<file path="src/rtl/alu_writeback.sv">
// Writeback stage: takes arithmetic results, writes them to the register file
// (two bytes for MUL) and keeps the NZVC flags and a count of committed writes.
module alu_writeback #(
  parameter int AW = 3
) (
  input  logic          clk,
  input  logic          rst,
  input  logic          in_valid,
  output logic          in_ready,
  input  logic [2:0]    op,
  input  logic [15:0]   result,
  input  logic [3:0]    nzvc_in,
  input  logic [AW-1:0] dest,
  output logic          rf_we,
  output logic [AW-1:0] rf_addr,
  output logic [7:0]    rf_wdata,
  output logic [3:0]    flags,
  output logic [7:0]    wb_count
);

  localparam logic [2:0] OP_MUL = 3'b010;
  localparam logic [2:0] OP_CMP = 3'b111;

  typedef enum logic [1:0] {
    S_IDLE  = 2'd0,
    S_WR_LO = 2'd1,
    S_WR_HI = 2'd2
  } state_t;

  state_t        r_state;
  state_t        w_state_nxt;
  logic [2:0]    r_op_p1;
  logic [15:0]   r_result_p1;
  logic [AW-1:0] r_dest_p1;
  logic          w_mul_p1;
  logic          w_xfer;
  logic          w_we_nxt;
  logic [AW-1:0] w_addr_nxt;
  logic [7:0]    w_wdata_nxt;

  function automatic logic [AW-1:0] next_reg(input logic [AW-1:0] a);
    return a + 1'b1;
  endfunction

  assign w_mul_p1 = (r_op_p1 == OP_MUL);
  assign w_xfer   = in_valid & in_ready;

  always_comb begin
    in_ready = 1'b0;
    case (r_state)
      S_IDLE:  in_ready = 1'b1;
      S_WR_LO: in_ready = ~w_mul_p1;
      default: in_ready = 1'b0;
    endcase
    if (rst) in_ready = 1'b0;
  end

  always_comb begin
    w_state_nxt = S_IDLE;
    w_we_nxt    = 1'b0;
    w_addr_nxt  = rf_addr;
    w_wdata_nxt = rf_wdata;
    // A MUL in WR_LO always finishes with its high byte; otherwise any
    // accepted non-CMP result starts (or continues) a low-byte write.
    if (r_state == S_WR_LO && w_mul_p1) begin
      w_state_nxt = S_WR_HI;
      w_we_nxt    = 1'b1;
      w_addr_nxt  = next_reg(r_dest_p1);
      w_wdata_nxt = r_result_p1[15:8];
    end else if (w_xfer && op != OP_CMP) begin
      w_state_nxt = S_WR_LO;
      w_we_nxt    = 1'b1;
      w_addr_nxt  = dest;
      w_wdata_nxt = result[7:0];
    end
  end

  always_ff @(posedge clk) begin
    if (rst) r_state <= S_IDLE;
    else     r_state <= w_state_nxt;
  end

  // capture stage: transaction payload, held while its writes are emitted
  always_ff @(posedge clk) begin
    if (w_xfer) begin
      r_op_p1     <= op;
      r_result_p1 <= result;
      r_dest_p1   <= dest;
    end
  end

  // write stage: register-file port, flags and commit counter
  always_ff @(posedge clk) begin
    if (rst) begin
      rf_we    <= 1'b0;
      rf_addr  <= '0;
      rf_wdata <= 8'h00;
      flags    <= 4'b0000;
      wb_count <= 8'h00;
    end else begin
      rf_we    <= w_we_nxt;
      rf_addr  <= w_addr_nxt;
      rf_wdata <= w_wdata_nxt;
      if (w_xfer)   flags    <= nzvc_in;
      if (w_we_nxt) wb_count <= wb_count + 8'd1;
    end
  end

endmodule

</file>
<file path="config.mk">
export PLATFORM = sky130hd
export DESIGN_NAME = alu_writeback
export DESIGN_NICKNAME = d
export VERILOG_FILES = /design/src/rtl/alu_writeback.sv
export SDC_FILE = /design/constraint.sdc
export NUM_CORES = 1
export LEC_CHECK = 0
export CAP_MARGIN = 10
export CORE_MARGIN = 8
export CORE_UTILIZATION = 44
export CTS_CLUSTER_SIZE = 40
export DETAILED_ROUTE_END_ITERATION = 8
export PLACE_DENSITY = 0.75
export SLEW_MARGIN = 20
export SYNTH_ARGS = -nofsm -noshare
export SYNTH_HDL_FRONTEND = slang
export SYNTH_SLANG_ARGS = --single-unit
</file>
<file path="constraint.sdc">
create_clock -name clk -period 1.9 [get_ports clk]
set_input_delay 0.19 -clock clk [delete_from_list [all_inputs] [get_ports clk]]
set_output_delay 0.19 -clock clk [all_outputs]
set_load 0.05 [all_outputs]
</file>
# Word-level counts from Yosys, hierarchy flattened
# Index checks and enable logic that the tools add are counted.
op_classes:
  reduce_logical: 5
  muxes: 10
  n_mul: 0
  bitwise_logic: 2
  n_eq_ne: 3
  addsub: 2
  shift: 0
  magnitude_cmp: 0
  n_div: 0
op_table:
  columns: ["op", "count"]
  rows:
  - ["$mux W8", 2]
  - ["$add A8 B1 Y8 const B", 1]
  - ["$mux W3", 2]
  - ["$mux W1", 4]
  - ["$add A3 B1 Y3 const B", 1]
  - ["$eq A3 B2 Y1 const B", 1]
  - ["$ne A3 B3 Y1 const B", 1]
  - ["$eq A2 B1 Y1 const B", 1]
  - ["$logic_and A1 B1 Y1", 2]
  - ["$logic_not A2 Y1", 1]
  - ["$mux W2", 1]
  - ["$pmux W1 S2", 1]
  - ["$reduce_bool A2 Y1", 1]
  - ["$reduce_or A2 Y1", 1]
  - ["$and A1 B1 Y1", 1]
  - ["$not A1 Y1", 1]
word_totals:
  ramBits: 0
  output_inout_bits: 25
  mem_count: 0
  reg_bits: 48
  wordCells: 32
  latchBits: 0
  inputBits: 29
  rom_bits: 0

# Logic depth before layout (Yosys ltp)
# Gate-level depths: netlist (run 1).
depth:
  depth_word: 8
  ltp_mapped: 6

# Least setup slack after synthesis (run 1)
# No wires, ideal clock.
synth_path:
  kind: "reg2out"
  start: "reg r_op_p1[1]"
  end: "out in_ready"
  arrival_time_ns: 1.845
  path_slack_ns: -0.135
  path_stages_with_launch: 4
  cell_sequence: "edfxtp_1 > nand4bb_1 > clkbuf_1 > nor3b_1"
synth_between:
  elab_chain_cells: 4
synth_lines:
  columns: ["element", "line_no", "source"]
  rows:
  - ["start: declaration", "32", "logic [2:0] r_op_p1;"]
  - ["start signal: assignment", "86", "r_op_p1 <= op;"]
  - ["$eq A3 B2 Y1", "45", "assign w_mul_p1 = (r_op_p1 == OP_MUL);"]
  - ["$not A1 Y1", "52", "S_WR_LO: in_ready = ~w_mul_p1;"]
  - ["$pmux W1 S2", "50", "case (r_state)"]
  - ["$mux W1", "55", "if (rst) in_ready = 1'b0;"]
  - ["end: declaration", "9", "output logic in_ready,"]
# Every way passes these cells.

# Final worst setup path (run 1)
layout_path:
  start: "reg wb_count[3]"
  end: "out wb_count[3]"
layout_rtl:
  columns: ["element", "line_no", "source"]
  rows:
  - ["start: declaration", "18", "output logic [7:0] wb_count"]
  - ["start signal: assignment", "105", "if (w_we_nxt) wb_count <= wb_count + 8'd1;"]
# No word-level cell between the ends.

==> results of run 1 <==
-- power by group through the flow --
stage / registers, mW / logic [mW] / clock network, mW
finish: 0.941 / 0.283 / 0.397
global route: 0.946 / 0.301 / 0.449
CTS: 0.942 / 0.286 / 0.409
detailed placement: 0.961 / 0.284 / 0
global placement: 0.958 / 0.280 / 0
floorplan: 1.03 / 0.0735 / 0
-- final timing paths --
path	start	end	cells after the start
max	wb_count[3]$_SDFFE_PP0P_	wb_count[3]	1
max reg2reg	r_op_p1[0]$_DFFE_PP_	rf_wdata[4]$_SDFFE_PP0P_	4
min reg2reg	rf_addr[0]$_SDFFE_PP0P_	rf_addr[0]$_SDFFE_PP0P_	2
min	result[14]	r_result_p1[14]$_DFFE_PP_	1
-- metal layers --
| metal | share of wire (%) | track usage, % |
|---|---|---|
| met1 | 40 | 17.10 |
| met3 | 8.1 | 6.974 |
| met4 | 0.48 | 4.478 |
| met5 | 0 | 0 |
| met2 | 51 | 24.45 |
-- final cells by class --
class / instances / area, um^2
fillers: 281 / 1125
flip-flops and latches: 40 / 940.9
repair buffers: 59 / 600.6
multi-input cells: 97 / 579.3
well taps: 46 / 57.56
clock buffers: 7 / 45.04
inverters: 3 / 11.26
clock inverters: 1 / 3.754
-- kinds of logic after synthesis --
kind of cell / Yosys count / synth area share (%)
mux: 5 / 3.208
xor+xnor: 2 / 1.123
compound gates: 24 / 11.15
buf+inv: 11 / 2.887
simple gates: 64 / 19.73
flops: 40 / 60.30
fa+ha+maj: 2 / 1.604
-- per-stage QoR --
step	hold slack [ps]	total power [mW]
finish	396.8	1.621
global placement	454.4	1.238
detailed placement	470.5	1.245
CTS	385.8	1.637
global route	367.2	1.696
floorplan	288.9	1.105
-- timing repair --
item | 4_1_cts | 5_1_grt
setup endpoints to repair | 0 | 1
setup buffers | 0 | 0
gates resized for setup | 0 | 1
-- Yosys cell counts (2+ instances only) --
| cell | number | share of area, % |
|---|---|---|
| a21oi_1 | 6 | 1.9 |
| a311oi_1 | 10 | 5.6 |
| and2_1 | 2 | 0.80 |
| buf_2 | 3 | 0.96 |
| clkbuf_1 | 5 | 1.2 |
| dfxtp_1 | 26 | 33 |
| edfxtp_1 | 14 | 27 |
| ha_1 | 2 | 1.6 |
| inv_1 | 3 | 0.72 |
| mux2i_1 | 5 | 3.2 |
| nand2_1 | 26 | 6.3 |
| nand3_1 | 4 | 1.3 |
| nor2_1 | 17 | 4.1 |
| nor3_1 | 2 | 0.64 |
| o21ai_0 | 4 | 1.3 |
| o31ai_1 | 2 | 0.96 |
| or3_1 | 3 | 1.2 |
| or4_1 | 3 | 1.4 |
-- state kept, by name (all words and copies together) (netlist names) --
signal	cells
r_dest_p1	3
rf_addr	3
r_op_p1	3
wb_count	8
flags	4
r_state	2
r_result_p1	8
rf_we	1
rf_wdata	8
==> results by group, run 1 <==
Status
  • Outcome: complete, no violations

Timing
  • Final Hold Vio Count: 0
  • Final Max Tran Viols: 0
  • Final period util: 93.95%
  • Shortest period the worst path allows: 1785 ps
  • Tightest Pin Transition: 542.2 ps
  • Final worst setup slack: 115.0 ps
  • Achievable Freq: 560.2 MHz
  • RSZ-0062 raised after global routing: false
  • Final setup viols: 0
  • Setup TNS: 0 ps
  • Slew Limit Headroom: 63.74%
  • Skew final: 2.659 ps

GRT
  • Vias in the first global route: 1,326
  • Congestion Overflow GR: 0
  • GR Util All Layers: 15.00%
  • First-pass GRT wire length: 6458 um
  • Antenna violations before repair: 0
  • Largest net degree at the start of global routing: 28

Final layout
  • Post-layout util: 66.56%
  • Antenna cells: 0
  • Most frequent cells in the layout: clkdlybuf4s50_1 (51), nand2_1 (26), dfxtp_1 (26), nor2_1 (17), edfxtp_1 (14)
  • Area grow syn2layout: 43.46%
  • Non-filler cells, final: 253
  • Final Instance Area: 2238 um^2
  • Layout cells sized above 1: 7.729%
  • Most common cell after layout, fill and taps aside: clkdlybuf4s50_1
  • Post-layout nets: 237

Job
  • Max-cap violation count: 0

Clock tree
  • Clock sinks: 40
  • Num CTS Buffers: 5
  • CTS Buffer Depth: 2
  • Clock Latency Late Sink: 340 ps
  • Hold Buf Count CTS: 0
  • CTS Root Cell: clkbuf_4
  • CTS tree: built
  • H-tree depth: 2
  • Reg clk slew, reported paths: 110 ps

Worst setup path
  • Critical path class: reg2out
  • Crit path required time: 1710 ps
  • Worst path top cell family by delay: buffers and inverters
  • CP Max Fanout: 6
  • Worst Setup End Kind: output pin
  • CP Cell Sequence: clkdlybuf4s50_1
  • WP data arrival: 1590 ps
  • Slowest cell on crit path: clkdlybuf4s50_1
  • CP peak stage delay: 840 ps
  • Setup crit start kind: flip-flop
  • Crit path buf inv count: 1
  • Setup slack, reg-to-reg: 230 ps

Floorplan
  • Site row count: 21
  • Core area: 3363 um^2
  • Ports: 54
  • Die height: 75.55 um
  • Initial Utilization: 46.39%
  • Die Width: 75.55 um
  • Die ar.: 5708 um^2

Pwr
  • Gate power share: 17.4%
  • Switching Power: 0.4278 mW
  • Part of the power in the clock network: 24.5%
  • Max VDD drop: 433.4 uV
  • Cell internal pwr: 1.193 mW
  • Sequential power share: 58.1%
  • Switching share of total power: 26.40%
  • PwrDens: 724.0 nW/um^2
  • Leakage: 0.8302 nW

Yosys
  • Syn nets: 179
  • #FFs+latches synth: 40
  • Post-synth EDFFs: 14
  • Syn. warnings: 0
  • Async S/R FF share, synth: 0%
  • Top FF cell, synth: dfxtp_1
  • Cells after synthesis: 148
  • Mean Syn Cell Area: 10.54 um^2
  • Post-synth cell types: 29
  • Post-Syn Area: 1560 um^2
  • Post-synthesis sequential area ratio: 60.30%

Place
  • Placed cells: 245
  • Dpl cell area: 2187 um^2
  • Routability cong.: 0.8110
  • Detailed placement HPWL: 2988 um
  • Place WS: 42.88 ps
  • Port bufs: 53

Min path
  • Hold WC Path Type: in2reg

Drt
  • Post-DR vias/cell: 5.059
  • Post-route DRC: 0
  • Vias: 1,280
  • Antenna Nets Post-Route: 0
  • Total Wirelength: 3951 um
  • Drt wl/cell: 15.62 um
  • Number of DRC markers in iteration 0: 105
  • 1st-pass router iterations: 4
Note: power is estimated with default switching activity, not from simulation.
==> inputs of run 2 (changes only) <==
--- a/config.mk
+++ b/config.mk
@@ -5,7 +5,6 @@
 export SDC_FILE = /design/constraint.sdc
 export NUM_CORES = 1
 export LEC_CHECK = 0
-export CAP_MARGIN = 10
 export CORE_MARGIN = 8
 export CORE_UTILIZATION = 44
 export CTS_CLUSTER_SIZE = 40
==> results of run 2 <==
Same layout as run 1: the final DEF is identical, and so are final timing and power.
==> inputs of run 3 (changes only) <==
--- a/config.mk
+++ b/config.mk
@@ -9,7 +9,7 @@
 export CORE_UTILIZATION = 44
 export CTS_CLUSTER_SIZE = 40
 export DETAILED_ROUTE_END_ITERATION = 8
-export PLACE_DENSITY = 0.75
+export PLACE_DENSITY = 0.82
 export SLEW_MARGIN = 20
 export SYNTH_ARGS = -nofsm -noshare
 export SYNTH_HDL_FRONTEND = slang
==> run 3 against run 2 <==
Compared with the run above: register-to-register slack gained 20 ps; wire length grew 1.1%; count of clock-buffer cells in the layout grew 1; first-iteration DRC count shrank 26%; final cell count is the same; setup slack gained 2.7 ps; sequential cell count is the same; non-clock buffer count is the same; sequential share of layout area is essentially flat; critical endpoint unchanged; largest power group unchanged.
==> results by group, run 3 (synthesized netlist as in run 1, its figures left out) <==
Status
  • Outcome: complete, no violations

Floorplan
  • Core area: 3363 um^2
  • Ports: 54
  • Die height: 75.55 um
  • Initial Utilization: 46.39%
  • Site row count: 21
  • Die Width: 75.55 um
  • Die ar.: 5708 um^2

Timing
  • Final Hold Vio Count: 0
  • Shortest period the worst path allows: 1782 ps
  • Achievable Freq: 561.1 MHz
  • Final worst setup slack: 117.7 ps
  • Final Max Tran Viols: 0
  • Tightest Pin Transition: 535.8 ps
  • Skew final: 2.977 ps
  • Final setup viols: 0
  • RSZ-0062 raised after global routing: false
  • Setup TNS: 0 ps
  • Slew Limit Headroom: 64.17%
  • Final period util: 93.80%

Drt
  • Number of DRC markers in iteration 0: 78
  • 1st-pass router iterations: 4
  • Post-route DRC: 0
  • Vias: 1,320
  • Drt wl/cell: 15.79 um
  • Antenna Nets Post-Route: 0
  • Post-DR vias/cell: 5.217
  • Total Wirelength: 3994 um

Worst setup path
  • Crit path required time: 1710 ps
  • CP Cell Sequence: clkdlybuf4s50_1
  • Critical path class: reg2out
  • Worst Setup SP: wb_count[3]$_SDFFE_PP0P_
  • Setup crit start kind: flip-flop
  • Crit path buf inv count: 1
  • WP data arrival: 1590 ps
  • CP peak stage delay: 830 ps
  • Reg-to-Reg Start: r_op_p1[2]$_DFFE_PP_
  • Worst Setup End Kind: output pin
  • Worst path top cell family by delay: buffers and inverters
  • Slowest cell on crit path: clkdlybuf4s50_1
  • CP Max Fanout: 6

GRT
  • Vias in the first global route: 1,358
  • Congestion Overflow GR: 0
  • Largest net degree at the start of global routing: 28
  • Antenna violations before repair: 0
  • First-pass GRT wire length: 6382 um
  • GR Util All Layers: 14.87%

Final layout
  • Most frequent cells in the layout: clkdlybuf4s50_1 (51), nand2_1 (26), dfxtp_1 (26), nor2_1 (17), edfxtp_1 (14)
  • Fillers: 274
  • Antenna cells: 0
  • Area grow syn2layout: 43.30%
  • Layout cells sized above 1: 8.213%
  • Post-layout nets: 237
  • Regs by FF count: r_result_p1 (8), rf_wdata (8), wb_count (8)
  • Most common cell after layout, fill and taps aside: clkdlybuf4s50_1
  • Non-filler cells, final: 253

Pwr
  • Leakage: 0.8329 nW
  • PwrDens: 739.4 nW/um^2
  • Max VDD drop: 413.4 uV

Place
  • Place WS: -33.62 ps
  • Placed cells: 245
  • Port bufs: 53
  • Routability cong.: 0.8677
  • Detailed placement HPWL: 3159 um

Clock tree
  • Clock Latency Late Sink: 340 ps
  • Reg clk slew, reported paths: 110 ps
  • H-tree depth: 2
  • Post-CTS Setup Inserts: 0
  • Clock sinks: 40
  • Num CTS Buffers: 5
  • CTS Buffer Depth: 2
  • CTS Root Cell: clkbuf_4
  • CTS tree: built

Min path
  • Hold WC Path Type: in2reg
  • HP Start: result[11]

Job
  • Max-cap violation count: 0
## run 3: changes by cell type in the layout (fill, tap and decap cells not counted), sizes merged
cell and change:
clkbuf +1, clkinv -1
## run 3: stage by stage
step | instance area (um^2) | util [%] | hold WS (ps) | total power [mW]
2_1_floorplan | 1565 | - | 288.9 | 1.105
3_3_place_gp | 2175 | 64.66 | 465.7 | 1.231
3_5_place_dp | 2175 | 64.66 | 480.1 | 1.241
4_1_cts | 2233 | 66.41 | 384.5 | 1.668
5_1_grt | 2236 | 66.48 | 362.0 | 1.725
6_report | 2236 | 66.48 | 397.8 | 1.653
## run 3: where the power goes
group / switching [mW] / internal [mW]
combinational: 0.155 / 0.124
sequential: 0.0189 / 0.923
clock: 0.250 / 0.183
## run 3: routing by layer
metal,up-vias,share of wire [%],track usage [%]
li1,644,-,-
met1,627,39,15.48
met2,41,52,25.79
met3,8,7.1,6.053
met4,0,2.2,6.397
met5,-,0,0
## run 3: final cells by class
cell class / instances / area (um^2) / share of cell area (%)
flip-flops and latches: 40 / 940.9 / 42.08
repair buffers: 59 / 588.1 / 26.30
multi-input cells: 97 / 579.3 / 25.91
clock buffers: 8 / 58.81 / 2.630
well taps: 46 / 57.56 / 2.574
inverters: 3 / 11.26 / 0.5036
## run 3: path summary, 6_finish.rpt
kind | to | depth (start not counted) | slack [ps]
worst min register to register | rf_wdata[4]$_SDFFE_PP0P_ | 2 | 490
worst max register to register | rf_addr[0]$_SDFFE_PP0P_ | 4 | 250
worst min-delay path | r_result_p1[11]$_DFFE_PP_ | 1 | 400
worst max-delay path | wb_count[3] | 1 | 120
## run 3: timing repair
action | in CTS | in global routing
hold buffers | 0 | 0
resized for setup | 0 | 1
endpoints found under the setup margin | 0 | 1
